==> src/rtl/paddle_adc_arbiter_if.sv <==
// ADC handshake bundle between the paddle arbiter (master) and the shared 8-bit ADC (slave).
// adc_req is a level held until the edge that samples adc_done; adc_ch is stable while adc_req
// is high; adc_done is a one-cycle pulse and adc_data is meaningful only in that cycle.
interface paddle_adc_arbiter_if;
    logic       adc_req;
    logic       adc_ch;
    logic       adc_done;
    logic [7:0] adc_data;

    modport master (output adc_req, output adc_ch, input adc_done, input adc_data);
    modport slave  (input adc_req, input adc_ch, output adc_done, output adc_data);
endinterface

==> src/rtl/paddle_adc_arbiter.sv <==
// Time-shares one ADC between the two paddle pots: on each sample tick it converts ch0 then ch1,
// scales each sample to the playfield y range and holds the results as registered positions.
module paddle_adc_arbiter #(
    parameter int SAMPLE_DIV = 50000,
    parameter int TIMEOUT    = 1024,
    parameter int Y_MIN      = 30,
    parameter int Y_SPAN     = 420
) (
    input  logic                        clk,
    input  logic                        rst,
    input  logic                        enable_i,
    input  logic                        clr_err_i,
    paddle_adc_arbiter_if.master        adc,
    output logic [10:0]                 p1_y_o,
    output logic [10:0]                 p2_y_o,
    output logic                        round_stb_o,
    output logic                        timeout_err_o,
    output logic [2:0]                  state_o
);

    typedef enum logic [2:0] {
        S_IDLE  = 3'd0,
        S_CONV0 = 3'd1,
        S_GAP   = 3'd2,
        S_CONV1 = 3'd3,
        S_DONE  = 3'd4
    } state_t;

    localparam int              DW        = (SAMPLE_DIV > 1) ? $clog2(SAMPLE_DIV) : 1;
    localparam logic [DW-1:0]   DIV_LAST  = DW'(SAMPLE_DIV - 1);
    localparam int              TW        = $clog2(TIMEOUT + 1);
    localparam logic [TW-1:0]   WAIT_LAST = TW'(TIMEOUT - 1);
    localparam logic [10:0]     POS_RST   = 11'd240;
    localparam logic [10:0]     Y_MIN_W   = 11'(Y_MIN);
    localparam logic [18:0]     SPAN_W    = 19'(Y_SPAN);

    state_t          state_q, state_d;
    logic [DW-1:0]   div_cnt_q, div_cnt_d;
    logic [TW-1:0]   wait_cnt_q, wait_cnt_d;
    logic            adc_req_q, adc_req_d;
    logic            adc_ch_q, adc_ch_d;
    logic            round_stb_q, round_stb_d;
    logic            timeout_err_q, timeout_err_d;
    logic [10:0]     p1_y_q, p1_y_d;
    logic [10:0]     p2_y_q, p2_y_d;

    logic            tick;
    logic            in_conv;
    logic            accept;
    logic            timeout;
    logic [18:0]     prod;
    logic [10:0]     scaled;

    // 8x11 product, keep the integer part of sample*span/256, then offset into the playfield.
    assign prod   = {11'd0, adc.adc_data} * SPAN_W;
    assign scaled = Y_MIN_W + 11'(prod >> 8);

    assign tick    = enable_i && (div_cnt_q == DIV_LAST);
    assign in_conv = (state_q == S_CONV0) || (state_q == S_CONV1);
    assign accept  = in_conv && adc.adc_done;
    // A done arriving in the last allowed cycle beats the timeout.
    assign timeout = in_conv && !adc.adc_done && (wait_cnt_q == WAIT_LAST);

    always_comb begin
        state_d       = state_q;
        div_cnt_d     = div_cnt_q;
        wait_cnt_d    = '0;
        p1_y_d        = p1_y_q;
        p2_y_d        = p2_y_q;
        timeout_err_d = timeout_err_q;

        if (!enable_i)                  div_cnt_d = '0;
        else if (div_cnt_q == DIV_LAST) div_cnt_d = '0;
        else                            div_cnt_d = div_cnt_q + DW'(1);

        case (state_q)
            S_IDLE:  if (tick)              state_d = S_CONV0;
            S_CONV0: if (accept || timeout) state_d = S_GAP;
            S_GAP:                          state_d = S_CONV1;
            S_CONV1: if (accept || timeout) state_d = S_DONE;
            S_DONE:                         state_d = S_IDLE;
            default:                        state_d = S_IDLE;
        endcase

        if (in_conv && (state_d == state_q)) wait_cnt_d = wait_cnt_q + TW'(1);

        if (accept && (state_q == S_CONV0)) p1_y_d = scaled;
        if (accept && (state_q == S_CONV1)) p2_y_d = scaled;

        if (clr_err_i) timeout_err_d = 1'b0;
        if (timeout)   timeout_err_d = 1'b1;

        // Outputs are registered from the next state so they line up with the state they belong to.
        adc_req_d   = (state_d == S_CONV0) || (state_d == S_CONV1);
        adc_ch_d    = (state_d == S_CONV1);
        round_stb_d = (state_d == S_DONE);
    end

    always_ff @(posedge clk or posedge rst) begin
        if (rst) begin
            state_q       <= S_IDLE;
            div_cnt_q     <= '0;
            wait_cnt_q    <= '0;
            adc_req_q     <= 1'b0;
            adc_ch_q      <= 1'b0;
            round_stb_q   <= 1'b0;
            timeout_err_q <= 1'b0;
            p1_y_q        <= POS_RST;
            p2_y_q        <= POS_RST;
        end else begin
            state_q       <= state_d;
            div_cnt_q     <= div_cnt_d;
            wait_cnt_q    <= wait_cnt_d;
            adc_req_q     <= adc_req_d;
            adc_ch_q      <= adc_ch_d;
            round_stb_q   <= round_stb_d;
            timeout_err_q <= timeout_err_d;
            p1_y_q        <= p1_y_d;
            p2_y_q        <= p2_y_d;
        end
    end

    assign adc.adc_req   = adc_req_q;
    assign adc.adc_ch    = adc_ch_q;
    assign p1_y_o        = p1_y_q;
    assign p2_y_o        = p2_y_q;
    assign round_stb_o   = round_stb_q;
    assign timeout_err_o = timeout_err_q;
    assign state_o       = state_q;

endmodule

==> src/flat_wrapper.sv <==
// flat-port wrapper written by rule: the top's interface ports become plain ports
module paddle_adc_arbiter_flat 
#(
    parameter int SAMPLE_DIV = 50000,
    parameter int TIMEOUT    = 1024,
    parameter int Y_MIN      = 30,
    parameter int Y_SPAN     = 420
)
  (clk, rst, enable_i, clr_err_i, p1_y_o, p2_y_o, round_stb_o, timeout_err_o, state_o, adc_adc_req, adc_adc_ch, adc_adc_done, adc_adc_data);
  paddle_adc_arbiter_if adc_i ();
  input  logic clk;
  input  logic rst;
  input  logic enable_i;
  input  logic clr_err_i;
  output logic [10:0] p1_y_o;
  output logic [10:0] p2_y_o;
  output logic round_stb_o;
  output logic timeout_err_o;
  output logic [2:0] state_o;
  output wire logic [$bits(adc_i.adc_req)-1:0] adc_adc_req;
  output wire logic [$bits(adc_i.adc_ch)-1:0] adc_adc_ch;
  input wire logic [$bits(adc_i.adc_done)-1:0] adc_adc_done;
  input wire logic [$bits(adc_i.adc_data)-1:0] adc_adc_data;
  assign adc_adc_req = adc_i.adc_req;
  assign adc_adc_ch = adc_i.adc_ch;
  assign adc_i.adc_done = adc_adc_done;
  assign adc_i.adc_data = adc_adc_data;
  paddle_adc_arbiter #(.SAMPLE_DIV(SAMPLE_DIV), .TIMEOUT(TIMEOUT), .Y_MIN(Y_MIN), .Y_SPAN(Y_SPAN)) u_core (.clk(clk), .rst(rst), .enable_i(enable_i), .clr_err_i(clr_err_i), .adc(adc_i), .p1_y_o(p1_y_o), .p2_y_o(p2_y_o), .round_stb_o(round_stb_o), .timeout_err_o(timeout_err_o), .state_o(state_o));
endmodule
==> config.mk <==
export PLATFORM = sky130hd
export DESIGN_NAME = paddle_adc_arbiter_flat
export DESIGN_NICKNAME = d
export VERILOG_FILES = /design/src/rtl/paddle_adc_arbiter_if.sv /design/src/rtl/paddle_adc_arbiter.sv /design/src/flat_wrapper.sv
export SDC_FILE = /design/constraint.sdc
export NUM_CORES = 1
export LEC_CHECK = 0
export CAP_MARGIN = 40
export CORE_ASPECT_RATIO = 1.1
export CORE_MARGIN = 5
export CORE_UTILIZATION = 56
export DETAILED_ROUTE_END_ITERATION = 16
export PLACE_DENSITY = 0.83
export SLEW_MARGIN = 20
export SYNTH_ARGS = -nofsm -noshare
export SYNTH_HDL_FRONTEND = slang
export SYNTH_SLANG_ARGS = --single-unit
==> constraint.sdc <==
create_clock -name clk -period 2.2 [get_ports clk]
set_clock_uncertainty 0.05 [all_clocks]
set_input_delay 0.33 -clock clk [delete_from_list [all_inputs] [get_ports clk]]
set_output_delay 0.33 -clock clk [all_outputs]
set_load 0.01 [all_outputs]
# After elaboration in Yosys (flattened, before gate mapping)
# Index checks and enable logic that the tools add are counted.
[word_totals]
latch_bits = 0
romBits = 0
register_bits = 56
ramBits = 0
elab_cells = 44
n_memories = 0
out_inout_bits = 29
[op_classes]
n_mul = 1
bitwise = 0
div = 0
n_lt_le_gt_ge = 0
n_mux = 9
eq_ne = 9
n_shift = 0
n_reduce_logical = 13
addsub = 3
[op_table]
columns = ["cell", "n"]
rows = [
  ["2-to-1 mux 16 bit", 2],
  ["adder 16 x 1 -> 16 bit (second input constant)", 1],
  ["== test 16 bit (second input constant)", 1],
  ["multiplier 8 x 7 -> 15 bit (second input constant)", 1],
  ["one-hot mux 3 bit (4 select lines)", 1],
  ["adder 11 x 1 -> 11 bit (second input constant)", 1],
  ["== test 11 x 10 -> 1 bit (second input constant)", 1],
  ["2-to-1 mux 11 bit", 1],
  ["adder 5 x 9 -> 10 bit (first input constant)", 1],
  ["== test 3 x 2 -> 1 bit (second input constant)", 3],
  ["2-to-1 mux 3 bit", 3],
  ["logical AND 1 bit", 7],
  ["== test 3 x 1 -> 1 bit (second input constant)", 2],
  ["== test 3 bit", 1],
  ["== test 3 bit (second input constant)", 1],
  ["zero test 3 bit", 1],
  ["logical OR 1 bit", 3],
  ["2-to-1 mux 1 bit", 2],
  ["nonzero test 2 bit", 1],
  ["zero test 1 bit", 1],
]

# Depth between registers and ports, before layout
# Gate-level depths: netlist of run 1.
[logic_depth]
depth_word = 10
mapped_depth = 15

# Worst setup path after synthesis of run 1
# No wires, ideal clock.
[synth_timing]
path_kind = "input-to-reg"
start = "input port adc_adc_data[1]"
end = "register u_core.p1_y_q[8] (netlist: u_core.p1_y_o[8])"
arrival_ns = 3.580
n_path_buf = 0
path_slack_ns = -1.558
stages = 13
cell_sequence = "ha_1 > inv_1 > fa_1 > inv_1 > ha_1 > fa_1 > ha_1 > or4_1 > a2111oi_0 > nor3_1 > nand4_2 > xor2_1 > o21ai_1"
[synth_via]
elab_chain_len = 2
[synth_rtl]
columns = ["item", "line_no", "source"]
rows = [
  ["from (decl)", "flat_wrapper.sv:23", "input wire logic [$bits(adc_i.adc_data)-1:0] adc_adc_data;"],
  ["multiplier 8 x 7 -> 15 bit", "paddle_adc_arbiter.sv:55", "assign prod = {11'd0, adc.adc_data} * SPAN_W;"],
  ["adder 5 x 9 -> 10 bit", "paddle_adc_arbiter.sv:56", "assign scaled = Y_MIN_W + 11'(prod >> 8);"],
  ["to (signal assigned)", "paddle_adc_arbiter.sv:118", "p1_y_q <= p1_y_d;"],
  ["to (decl)", "paddle_adc_arbiter.sv:44", "logic [10:0] p1_y_q, p1_y_d;"],
]
# Every way passes these cells.
# A chain may end at the register's enable or synchronous reset.

# Final worst setup path of run 1
[layout_timing]
start = "input port adc_adc_data[2]"
end = "register u_core.p1_y_q[8] (netlist: u_core.p1_y_o[8])"
# Same word-level chain as after synthesis.

==> results of run 1 <==
## sequential cells by signal, indices dropped and copies added, names as in the netlist
signal and flops:
u_core.div_cnt_q 16, u_core.wait_cnt_q 11, u_core.p1_y_o 10, u_core.p2_y_o 10, u_core.state_o 3, u_core.adc.adc_ch 1, u_core.adc.adc_req 1, u_core.round_stb_o 1
u_core.timeout_err_o 1
## final timing paths
| kind | slack (ns) | endpoint | startpoint | cells after the start |
|---|---|---|---|---|
| worst max register to register | 0.27 | u_core.wait_cnt_q[10] | u_core.wait_cnt_q[0] | 7 |
| worst min-delay path | 0.29 | u_core.div_cnt_q[1] | rst | 2 |
| worst min register to register | 0.41 | u_core.div_cnt_q[0] | u_core.div_cnt_q[0] | 1 |
| min in group clk | 0.41 | u_core.div_cnt_q[0] | u_core.div_cnt_q[0] | 1 |
| worst max-delay path | -1.34 | u_core.p1_y_o[8] | adc_adc_data[2] | 16 |
| max in group asynchronous | 1.17 | u_core.div_cnt_q[2] | rst | 3 |
## critical path: stages
cell and delay (ns):
buf_8 0.10, ha_4 0.26, inv_2 0.04, fa_1 0.52, inv_2 0.05, ha_4 0.26
fa_1 0.45, ha_4 0.21, nor3_4 0.21, buf_6 0.14, a221oi_4 0.06, or4_4 0.50
and3_4 0.23, nand4_2 0.07, xor2_1 0.18, o21ai_1 0.08
## layer usage
metal	global-route usage	vias to the layer above	part of all wire
met4	0.0792	0	0.023
met3	0.0308	18	0.043
li1	-	1385	-
met1	0.225	1375	0.39
met2	0.369	84	0.54
met5	0	-	0
## cell families (layout without fill, tap and decap cells)
kind of cell | count (synthesis) | after routing | share of synthesized area
compound gates | 50 | 50 | 0.107
simple gates | 132 | 132 | 0.188
xor+xnor | 37 | 37 | 0.0942
buf+inv | 39 | 125 | 0.0465
other cells | 1 | 2 | 0.00107
flops | 54 | 54 | 0.387
fa+ha+maj | 46 | 46 | 0.174
mux | 1 | 1 | 0.00284
## stage by stage
| step | area (um^2) | total power, uW | setup WS, ns | instances | TNS [ns] |
|---|---|---|---|---|---|
| after global placement | 4410 | 3930 | -1.94 | 515 | -32.96 |
| after CTS | 4660 | 4890 | -1.29 | 526 | -19.77 |
| after detailed placement | 4410 | 4020 | -2.08 | 515 | -35.07 |
| after global routing | 4760 | 5540 | -1.48 | 527 | -22.44 |
| after floorplan | 3640 | 2970 | -1.36 | 361 | -19.72 |
| final | 4760 | 5180 | -1.34 | 527 | -20.45 |
## power breakdown
| group | switching, uW | internal, uW |
|---|---|---|
| Clock | 301 | 341 |
| Sequential | 170 | 1260 |
| Combinational | 1510 | 1600 |
## cell type report
type	instances	area [um^2]
multi-input cells	268	2310
fillers	394	1390
flip-flops and latches	54	1360
repair buffers	88	774
inverters	29	109
well taps	80	100
clock buffers	7	76.3
clock inverters	1	30.0
## cell usage after synthesis, types with 2 or more instances
library cell | count | area [um^2]
dfrtp_1 | 46 | 1150
fa_1 | 5 | 100
buf_4 | 2 | 15.0
inv_1 | 29 | 109
clkbuf_1 | 5 | 18.8
o21a_1 | 2 | 15.0
nand2b_1 | 3 | 18.8
o21ai_1 | 11 | 55.1
or4_1 | 2 | 15.0
o21bai_1 | 2 | 15.0
o31ai_1 | 2 | 15.0
nand2_1 | 36 | 135
nand4_2 | 2 | 25.0
xnor2_1 | 16 | 140
nand4_1 | 2 | 12.5
and3_1 | 15 | 93.8
nand3b_1 | 2 | 15.0
nand3_1 | 15 | 75.1
a21o_1 | 4 | 30.0
dfstp_2 | 8 | 210
ha_1 | 41 | 513
nor3_1 | 5 | 25.0
a221oi_2 | 2 | 30.0
and2_1 | 3 | 18.8
o21ai_0 | 10 | 50.1
nor2b_1 | 2 | 12.5
xor2_1 | 20 | 175
nor2_1 | 37 | 139
a21oi_1 | 4 | 20.0
o31a_1 | 2 | 17.5
## what timing repair did
action / in CTS / in global routing
buffers inserted: 3 / 2
pin swaps: 20 / 6
resized for setup: 45 / 16
setup endpoints to repair: 20 / 23
gates cloned: 0 / 0
==> flow_metrics.tcl, run 1 <==
set metrics [dict create \
    outcome "complete, but fails checks" \
    violations "setup timing" \
    hold_ws_ns 0.288 \
    clockRootBuffer "clkbuf_8" \
    async_flop_share 1.00 \
    boundaryPins 42 \
    p_per_area_nw_per_um2 1090 \
    cts_tree "built" \
    holdBufCountCts 0 \
    cts_buffers 5 \
    clock_path_buffers 2 \
    first_pass_iters 4 \
    max_freq_mhz 282 \
    grt_util_all_layers 0.199 \
    synth_edf_count 0 \
    yosysSeqAreaShare 0.387 \
    dieArea_um2 7970 \
    htree_levels 2 \
    synth.distinct_cells 55 \
    route.detailed.drc 0 \
    detail-route-antenna-nets 0 \
    wl_per_cell_um 15.0 \
    synth-main-ff-cell "dfrtp_1" \
    grt_pass1_wl_um 12900 \
    ys_ff_latch 54 \
    hpwlAfterDp_um 5660 \
    setup_violations 18 \
    gr-total-overflow 0 \
    endpoint_kind "flop" \
    cp-start-kind "primary input" \
    num_vias 2862 \
    port_buffers 39 \
    cp.required_ns 2.33 \
    die_y_um 93.2 \
    grt_max_degree 24 \
    row_count 30 \
    power.leakage_uw 0.00226 \
    initial_core_util 0.572 \
    clock_sinks 54 \
    slew_headroom 0.665 \
    grt_pass1_vias 2927 \
    synthToLayoutAreaGrowth_pct 35.3 \
    peakVddDrop_mv 0.574 \
    antenna_cells 0 \
    die_w_um 85.6 \
    antenna_found_initial 0 \
    cp.arrival_ns 3.68 \
    ys.warnings.count 0 \
    core-area_um2 6160 \
    postSynthAreaPerCell_um2 9.78 \
    fin_nets 505 \
    synthCells 360 \
    critPathMaxFanout 5 \
    clkSlewWorstSetupHoldPaths_ns 0.09 \
    final_cell_mix "buf_4, dfrtp_1, nor2_1, nand2_1, clkdlybuf4s50_1" \
    post-route-min-period_ns 3.54 \
    worst_slack_ns -1.34 \
    worstMarginPinSlew_ns 0.501 \
    drt_iter0_drc 130 \
    report.final.slew_viol_count 0 \
    routed_wl_um 7910 \
    cap_violations 0 \
    worst-setup-path-type "primary input to flop" \
    hold_viol_final 0 \
    drt-vias-per-instance 5.43 \
    drive_gt1_frac 0.262 \
    post-route-util 0.774 \
    synth_area_um2 3520 \
    worstSkewPairLatency_ns 0.30 \
    min_period_over_period 1.61 \
    rsz0062_at_grt "yes" \
    gp_congestion 0.816 \
    hold_class "primary input to asynchronous set/reset pin" \
]
Power figures use the tool's default switching activity.
==> run 2, diff against run 1 <==
Settings changed: GPL_ROUTABILITY_DRIVEN set to 0.
==> results of run 2 <==
Same layout as run 1: the final DEF is identical, and so are final timing and power.
